`src/rtl/ssd_pkg.sv`:
```
// Shared constants for the four-digit seven-segment scanner.
package ssd_pkg;

  localparam int unsigned NUM_DIGITS = 4;

  // Segment byte {a,b,c,d,e,f,g,dp}, active-low; all segments and dp off.
  localparam logic [7:0] SEG_BLANK = 8'hFF;

  // Active-low {a,b,c,d,e,f,g} pattern for each hex digit (b and d lowercase).
  localparam logic [6:0] SEG_TABLE [0:15] = '{
    7'b0000001,  // 0
    7'b1001111,  // 1
    7'b0010010,  // 2
    7'b0000110,  // 3
    7'b1001100,  // 4
    7'b0100100,  // 5
    7'b0100000,  // 6
    7'b0001111,  // 7
    7'b0000000,  // 8
    7'b0000100,  // 9
    7'b0001000,  // A
    7'b1100000,  // b
    7'b0110001,  // C
    7'b1000010,  // d
    7'b0110000,  // E
    7'b0111000   // F
  };

endpackage

```
`src/rtl/seg_hex_enc.sv`:
```
// Combinational hex digit to active-low seven-segment pattern.
module seg_hex_enc
  import ssd_pkg::*;
(
  input  logic [3:0] hex,
  output logic [6:0] seg
);

  // Table lookup only; no state.
  always_comb begin
    seg = SEG_TABLE[hex];
  end

endmodule

```
`src/rtl/ssd_scan.sv`:
```
// Four-digit multiplexed seven-segment scanner with per-frame shadowing of
// the displayed value, decimal points and leading-zero blanking.
module ssd_scan
  import ssd_pkg::*;
#(
  parameter int unsigned SCAN_DIV = 100000
) (
  input  logic        f_crys,
  input  logic        rst,
  input  logic [15:0] val,
  input  logic [3:0]  dp_in,
  input  logic        blank_lz,
  output logic [7:0]  D,
  output logic [3:0]  ssd,
  output logic        frame_tick
);

  localparam int unsigned DW       = $clog2(SCAN_DIV);
  localparam logic [DW-1:0] DIV_LAST = DW'(SCAN_DIV - 1);

  logic [DW-1:0] div;
  logic [1:0]    idx;
  logic          first;
  logic [15:0]   sh_val;
  logic [3:0]    sh_dp;
  logic          sh_blank;

  logic          wrap;
  logic          load;
  logic [1:0]    idx_nxt;
  logic [15:0]   sh_val_nxt;
  logic [3:0]    sh_dp_nxt;
  logic          sh_blank_nxt;
  logic [3:0]    digit;
  logic [6:0]    enc_seg;
  logic [6:0]    seg_nxt;
  logic [3:0]    blank_mask;
  logic          zero_above;

  // Next index and shadow contents; outputs are built from these so that
  // the digit shown on a load edge already comes from the fresh shadow.
  always_comb begin
    wrap         = (div == DIV_LAST);
    load         = !rst && (first || (wrap && (idx == 2'd3)));
    idx_nxt      = rst ? 2'd0 : (wrap ? idx + 2'd1 : idx);
    sh_val_nxt   = load ? val      : sh_val;
    sh_dp_nxt    = load ? dp_in    : sh_dp;
    sh_blank_nxt = load ? blank_lz : sh_blank;
    digit        = sh_val_nxt[{idx_nxt, 2'b00} +: 4];
  end

  // Leading-zero mask: walk from the top digit down while digits stay zero.
  always_comb begin
    zero_above = 1'b1;
    blank_mask = '0;
    for (int unsigned k = 0; k < NUM_DIGITS - 1; k++) begin
      zero_above = zero_above && (sh_val_nxt[4*(NUM_DIGITS-1-k) +: 4] == 4'h0);
      blank_mask[NUM_DIGITS-1-k] = sh_blank_nxt && zero_above;
    end
  end

  seg_hex_enc u_enc (
    .hex (digit),
    .seg (enc_seg)
  );

  // Blanked digits drop a-g but keep their decimal point.
  always_comb begin
    seg_nxt = blank_mask[idx_nxt] ? SEG_BLANK[7:1] : enc_seg;
  end

  // Divider, digit index, shadow registers and registered display outputs.
  always_ff @(posedge f_crys) begin
    if (rst) begin
      div        <= '0;
      idx        <= 2'd0;
      first      <= 1'b1;
      sh_val     <= '0;
      sh_dp      <= '0;
      sh_blank   <= 1'b0;
      ssd        <= 4'b1110;
      D          <= SEG_BLANK;
      frame_tick <= 1'b0;
    end else begin
      div        <= wrap ? '0 : div + DW'(1);
      idx        <= idx_nxt;
      first      <= 1'b0;
      sh_val     <= sh_val_nxt;
      sh_dp      <= sh_dp_nxt;
      sh_blank   <= sh_blank_nxt;
      ssd        <= ~(4'b0001 << idx_nxt);
      D          <= {seg_nxt, ~sh_dp_nxt[idx_nxt]};
      frame_tick <= load;
    end
  end

endmodule

```
`config.mk`:
```
export PLATFORM = sky130hd
export DESIGN_NAME = ssd_scan
export DESIGN_NICKNAME = d
export VERILOG_FILES = /design/src/rtl/ssd_pkg.sv /design/src/rtl/seg_hex_enc.sv /design/src/rtl/ssd_scan.sv
export SDC_FILE = /design/constraint.sdc
export NUM_CORES = 1
export LEC_CHECK = 0
export ABC_AREA = 0
export BUFFER_PORTS_ARGS = -buffer_cell sky130_fd_sc_hd__clkbuf_2
export CORE_UTILIZATION = 52
export CTS_CLUSTER_SIZE = 14
export DETAILED_ROUTE_END_ITERATION = 8
export PLACE_DENSITY_LB_ADDON = 0.08
export SYNTH_ARGS = -nofsm -noshare
export SYNTH_HDL_FRONTEND = slang
export SYNTH_SLANG_ARGS = --single-unit
```
`constraint.sdc`:
```
create_clock -name f_crys -period 3.2 [get_ports f_crys]
set_input_delay 0 -clock f_crys [delete_from_list [all_inputs] [get_ports f_crys]]
set_output_delay 0 -clock f_crys [all_outputs]
set_load 0.01 [all_outputs]
```
==> impl_metrics.json, run 1 <==
{
  "status": "completed",
  "cp_num_cells": 11,
  "synthCells": 382,
  "cts_buffers": 5,
  "yosysMostFrequentCell": "nand2_1",
  "hold_class": "input pin to flop",
  "grt-ovfl-total": 0,
  "cts_num_sinks": 54,
  "die_area_sq_um": 6040,
  "crit_path_max_incr_delay_ps": 560,
  "endpoint_kind": "flop",
  "n_antenna_cell": 0,
  "holdPathStages": 3,
  "synth_ff_type": "dfxtp_1",
  "via_count": 2884,
  "clk_path_buf_depth": 2,
  "grt_pass1_vias": 2688,
  "grt_busiest_layer": "met2",
  "fin_nets": 474,
  "period_needed_ps": 3050,
  "drive_above_1_share_pct": 18.7,
  "io_buffers": 35,
  "num_rows": 27,
  "mappedNetlistArea_sq_um": 2980,
  "setup_viol": 0,
  "cp_slowest_cell": "or4_4",
  "synth.distinct_cells": 52,
  "gp_congestion": 0.869,
  "hold_viol_final": 0,
  "place_hpwl_um": 5090,
  "arrival_ps": 3240,
  "yosysWarnings": 0,
  "p_total_mw": 1.35,
  "ys_seq_area_share_pct": 36.2,
  "syn2layout_area_growth_pct": 21.9,
  "grt_max_degree": 27,
  "r2r-start": "div[6]$_SDFF_PP0_",
  "cts_tree": "yes",
  "drt_drc_violations_left": 0,
  "finClkSkew_ps": 6.13,
  "post-place-ws_ps": -46.7,
  "hp-start": "val[9]",
  "leakage_nw": 1.43,
  "drt_first_pass_iters": 4,
  "critPathKind": "flop to flop",
  "die_h_um": 77.7,
  "tns_ps": 0,
  "drt_wl_total_um": 7190,
  "gr-usage-met2_pct": 42.0,
  "critPathRequiredTime_ps": 3400,
  "synth_edf_count": 0,
  "synth_top_area_cell": "dfxtp_1",
  "whs_endpoint": "sh_val[9]$_SDFF_PP0_",
  "grt_use_met1_pct": 35.9,
  "worst_slew_pin_slew_ps": 570,
  "root_buffer": "clkbuf_8",
  "drt_iter0_markers": 224,
  "hold_ws_ps": 28.5,
  "detail-route-antenna-nets": 0,
  "fin_ws_ps": 155,
  "syn_area_per_cell_sq_um": 7.81,
  "relSlewSlack_pct": 61.7,
  "r2r_end": "D[2]$_SDFF_PP1_",
  "clock_latency_ps": 300,
  "initial_core_util_pct": 54.2,
  "maxSlewViolCount": 0,
  "synth_area_leaders": "dfxtp_1 36%, nand2_1 9.8%, a21oi_1 6.2%",
  "crit_top_cell": "inv_1",
  "min_period_over_period_pct": 95.2,
  "worst_r2r_path_depth": 11,
  "netlist.area_leader.share_pct": 36.2,
  "ys_async_sr_fraction_pct": 0,
  "htreeDepth": 2,
  "coreArea_sq_um": 5510,
  "path_buf_inv": 3,
  "grt_pass1_wl_um": 12500,
  "synth_common_cells": "78 x nand2_1, 54 x dfxtp_1, 37 x a21oi_1, 31 x nor2_1",
  "p_per_area_nw_per_um2": 372,
  "cpLargestDelayFamily": "simple AND/OR/NAND/NOR gates",
  "grtUsageTotal_pct": 25.9,
  "ios": 36,
  "crit_chain": "or4_4 > nor4_4 > buf_6 > mux2_2 > o22ai_2 > o2111a_2 > inv_1 > ha_1 > inv_1 > mux2i_1 > a221o_1",
  "ys_seq_elements": 54,
  "cap_violations": 0,
  "ir_drop_v": 0.000201,
  "start_kind": "flop",
  "rrSetupSlack_ps": 150,
  "fmax_mhz": 328,
  "die_x_um": 77.7,
  "routedWlPerCell_um": 13.9,
  "grt_antenna_before_repair": 0,
  "worstPathMaxFanout": 6,
  "globalRouteMet3Util_pct": 3.53,
  "viasPerCell": 5.59,
  "clk_pin_slew_worst_paths_ps": 100,
  "synth_nets": 413
}
==> how the worst max path moves through the flow <==
| stage | from | to | slack (ps) |
|---|---|---|---|
| after detailed placement | div[0]$_SDFF_PP0_ | D[2]$_SDFF_PP1_ | -50 |
| after global routing | div[6]$_SDFF_PP0_ | D[2]$_SDFF_PP1_ | -2 |
| after global placement | div[0]$_SDFF_PP0_ | D[2]$_SDFF_PP1_ | 80 |
| final | div[6]$_SDFF_PP0_ | D[2]$_SDFF_PP1_ | 150 |
| after CTS | div[0]$_SDFF_PP0_ | D[4]$_SDFF_PP1_ | 50 |
| after floorplan | div[6]$_SDFF_PP0_ | D[1]$_SDFF_PP1_ | 90 |
==> what timing repair did <==
item / in CTS / in global routing
endpoints found under the setup margin: 3 / 7
hold buffers: 19 / 0
setup buffers: 2 / 3
endpoints found under the hold margin: 19 / 0
gates resized for setup: 0 / 7
pin swaps: 1 / 2
==> worst reg2reg max path: stages, from the launching register on <==
cell	delay [ps]
dfxtp_1	340
or4_4	560
nor4_4	280
buf_6	170
mux2_2	380
o22ai_2	170
o2111a_2	290
inv_1	80
ha_1	210
inv_1	90
mux2i_1	80
a221o_1	300
==> power breakdown <==
part | internal, mW | switching [mW] | total [mW]
Sequential | 0.707 | 0.0184 | 0.726
Combinational | 0.107 | 0.125 | 0.231
Clock | 0.174 | 0.223 | 0.397
==> final cells by class <==
type | instances | area, sq um
Fill cell | 494 | 1870
Multi-Input combinational cell | 296 | 1790
Sequential cell | 54 | 1080
Timing Repair Buffer | 78 | 549
Tap cell | 72 | 90.1
Clock buffer | 6 | 82.6
Inverter | 8 | 30.0
Clock inverter | 2 | 12.5
==> per-layer routing <==
metal	part of all wire [%]	vias to the layer above
met5	0	-
met4	0.71	0
met3	4.8	4
met2	47	69
met1	48	1345
li1	-	1466
==> logic make-up after synthesis <==
kind of cell    Yosys count  share of synthesized area (%)
buf+inv                  32                           4.70
fa+ha+maj                 8                           3.36
flops                    54                           36.2
mux                      16                           5.49
xor+xnor                 14                           4.11
compound gates           91                           19.5
simple gates            167                           26.6
==> sequential cells by signal, summed over array words and instances (netlist names) <==
name and flops:
idx 2, sh_dp 4, div 17, frame_tick 1, sh_val 16, D 8
ssd 4, sh_blank 1, first 1
==> metrics by stage <==
step                      instances  util [%]  cell area [sq um]
after floorplan                 382         -               2980
after global placement          484      59.6               3280
after detailed placement        484      59.6               3280
after CTS                       513      65.0               3580
after global routing            516      66.1               3640
final                           516      66.1               3640
==> cells in the final DEF (no fill, tap or decap), drive strengths merged, types with 13 or more instances in the layout <==
master        n
nand2        78
clkbuf       41
a21oi        37
o21ai        20
buf          24
dlygate4sd3  19
nand3        15
nor2         31
dfxtp        54
mux2i        13
Note: power is estimated with default switching activity, not from simulation.
==> run 2: changes to the inputs <==
- CORE_UTILIZATION: 52 -> 50
==> impl_metrics.json, run 2 (synthesis gave the netlist of run 1 again) <==
{
  "status": "completed",
  "maxSlewViolCount": 0,
  "gp_congestion": 0.900,
  "clock_latency_ps": 310,
  "path_buf_inv": 4,
  "drive_above_1_share_pct": 18.2,
  "crit_top_cell": "buf_4",
  "arrival_ps": 3290,
  "clk_path_buf_depth": 2,
  "drt_drc_violations_left": 0,
  "rrSetupSlack_ps": 120,
  "die_area_sq_um": 6280,
  "routedWlPerCell_um": 14.4,
  "grtUsageTotal_pct": 25.2,
  "r2r-start": "div[8]$_SDFF_PP0_",
  "tns_ps": 0,
  "root_buffer": "clkbuf_8",
  "min_period_over_period_pct": 96.2,
  "swShare_pct": 27.7,
  "viasPerCell": 5.70,
  "ios": 36,
  "setup_viol": 0,
  "cp_slowest_cell": "or4_4",
  "layout_common_cells": "78 x nand2_1, 54 x dfxtp_1, 37 x a21oi_1, 35 x clkbuf_2, 31 x nor2_1",
  "rsz0062_at_grt": "no",
  "largest_reg_flops": 17,
  "fmax_mhz": 325,
  "n_antenna_cell": 0,
  "worst_slew_pin_slew_ps": 545,
  "detail-route-antenna-nets": 0,
  "grt_pass1_vias": 2654,
  "worstPathMaxFanout": 16,
  "htreeDepth": 2,
  "cp_num_cells": 12,
  "relSlewSlack_pct": 63.7,
  "layout_commonest_cell": "nand2_1",
  "io_buffers": 35,
  "cap_violations": 0,
  "clk_pin_slew_worst_paths_ps": 100,
  "drt_iter0_markers": 270,
  "clkPwrFrac_pct": 30.2,
  "grt_antenna_before_repair": 0,
  "cts_tree": "yes",
  "power_frac_seq_pct": 52.6,
  "place_hpwl_um": 5280,
  "crit_path_max_incr_delay_ps": 540,
  "crit_chain": "or4_4 > nor4_4 > buf_4 > buf_4 > a21oi_1 > o21ai_0 > o2111ai_1 > buf_4 > ha_1 > inv_1 > mux2i_1 > a221o_1",
  "crit_path_end": "D[2]$_SDFF_PP1_",
  "worst_r2r_path_depth": 12,
  "cts_num_sinks": 54,
  "ff_latch_area_sq_um": 1080,
  "fin_nets": 475,
  "finClkSkew_ps": 9.18,
  "top_register": "div",
  "p_int_mw": 0.995,
  "ir_drop_v": 0.000284,
  "grt_pass1_wl_um": 12500,
  "syn2layout_area_growth_pct": 21.8,
  "grt-ovfl-total": 0,
  "critPathRequiredTime_ps": 3410,
  "p_per_area_nw_per_um2": 379,
  "leakage_nw": 1.43,
  "coreArea_sq_um": 5640,
  "top_regs": "div: 17 flops, sh_val: 16 flops, D: 8 flops",
  "critPathKind": "flop to flop",
  "die_h_um": 79.2,
  "cpLargestDelayFamily": "compound AO/OA/AOI/OAI gates",
  "initial_core_util_pct": 52.9,
  "hold_viol_final": 0,
  "num_rows": 27,
  "p_total_mw": 1.38,
  "r2r_end": "D[2]$_SDFF_PP1_",
  "period_needed_ps": 3080,
  "die_x_um": 79.2,
  "multiInputGateArea_sq_um": 1780,
  "cts_buffers": 5,
  "combPwrFrac_pct": 17.2,
  "start_kind": "flop",
  "drt_first_pass_iters": 5,
  "grt_max_degree": 22,
  "p_switching_mw": 0.381,
  "endpoint_kind": "flop",
  "startpoint": "div[8]$_SDFF_PP0_",
  "via_count": 2948,
  "hold_class": "input pin to flop",
  "fill_cells": 492,
  "drt_wl_total_um": 7440
}
[run 2: metrics by stage]
step | hold slack, ps | utilization (%) | std cells | worst slack, ps | area (sq um)
floorplan | 27.7 | - | 382 | 85.7 | 2980
global placement | 240 | 58.4 | 486 | 99.5 | 3300
detailed placement | 250 | 58.4 | 486 | 19.6 | 3300
CTS | 53.7 | 63.7 | 514 | 2.64 | 3590
global route | 63.2 | 64.4 | 517 | 21.9 | 3630
finish | 65.7 | 64.4 | 517 | 121 | 3630
[run 2: per-layer routing]
layer  GRT usage [%]  share of wire (%)  wire, um
met4            4.91               0.75        56
met5               0                  0         0
met3            3.79                4.3       320
met2            40.2                 45      3390
met1            35.9                 49      3680
[run 2: final cells by class]
type                            count  area share (%)
Clock inverter                      2           0.448
Sequential cell                    54            29.8
Inverter                            8           0.827
Multi-Input combinational cell    296            48.9
Clock buffer                        6            2.27
Tap cell                           72            2.48
Timing Repair Buffer               79            15.3
[run 2: timing repair]
item,in CTS,in global routing
hold buffers,20,0
endpoints found under the setup margin,0,6
buffers inserted,0,3
endpoints found under the hold margin,21,0
resized for setup,0,4
[run 2: how the worst min path moves through the flow]
stage                         from                    end  slack, ps  cells past startpoint
after global routing           rst          first$_DFF_P_         60                      2
after detailed placement  blank_lz    sh_blank$_SDFF_PP0_        250                      3
after global placement    blank_lz    sh_blank$_SDFF_PP0_        240                      3
after CTS                  val[13]  sh_val[13]$_SDFF_PP0_         50                      4
final                      val[13]  sh_val[13]$_SDFF_PP0_         70                      4
after floorplan                rst          first$_DFF_P_         30                      0
[run 2: power groups by stage]
| stage | Clock [mW] | Sequential, mW | Combinational (mW) |
|---|---|---|---|
| after detailed placement | 0 | 0.740 | 0.211 |
| after global routing | 0.447 | 0.729 | 0.262 |
| after floorplan | 0 | 0.746 | 0.128 |
| final | 0.415 | 0.724 | 0.236 |
| after CTS | 0.427 | 0.724 | 0.231 |
| after global placement | 0 | 0.739 | 0.209 |
[run 2: tightest hold or removal path: cells and delay by family]
family / cells / cell delay (ps)
AO/OA/AOI/OAI: 2 / 200
buffers and inverters: 1 / 100
AND/OR/NAND/NOR: 1 / 50
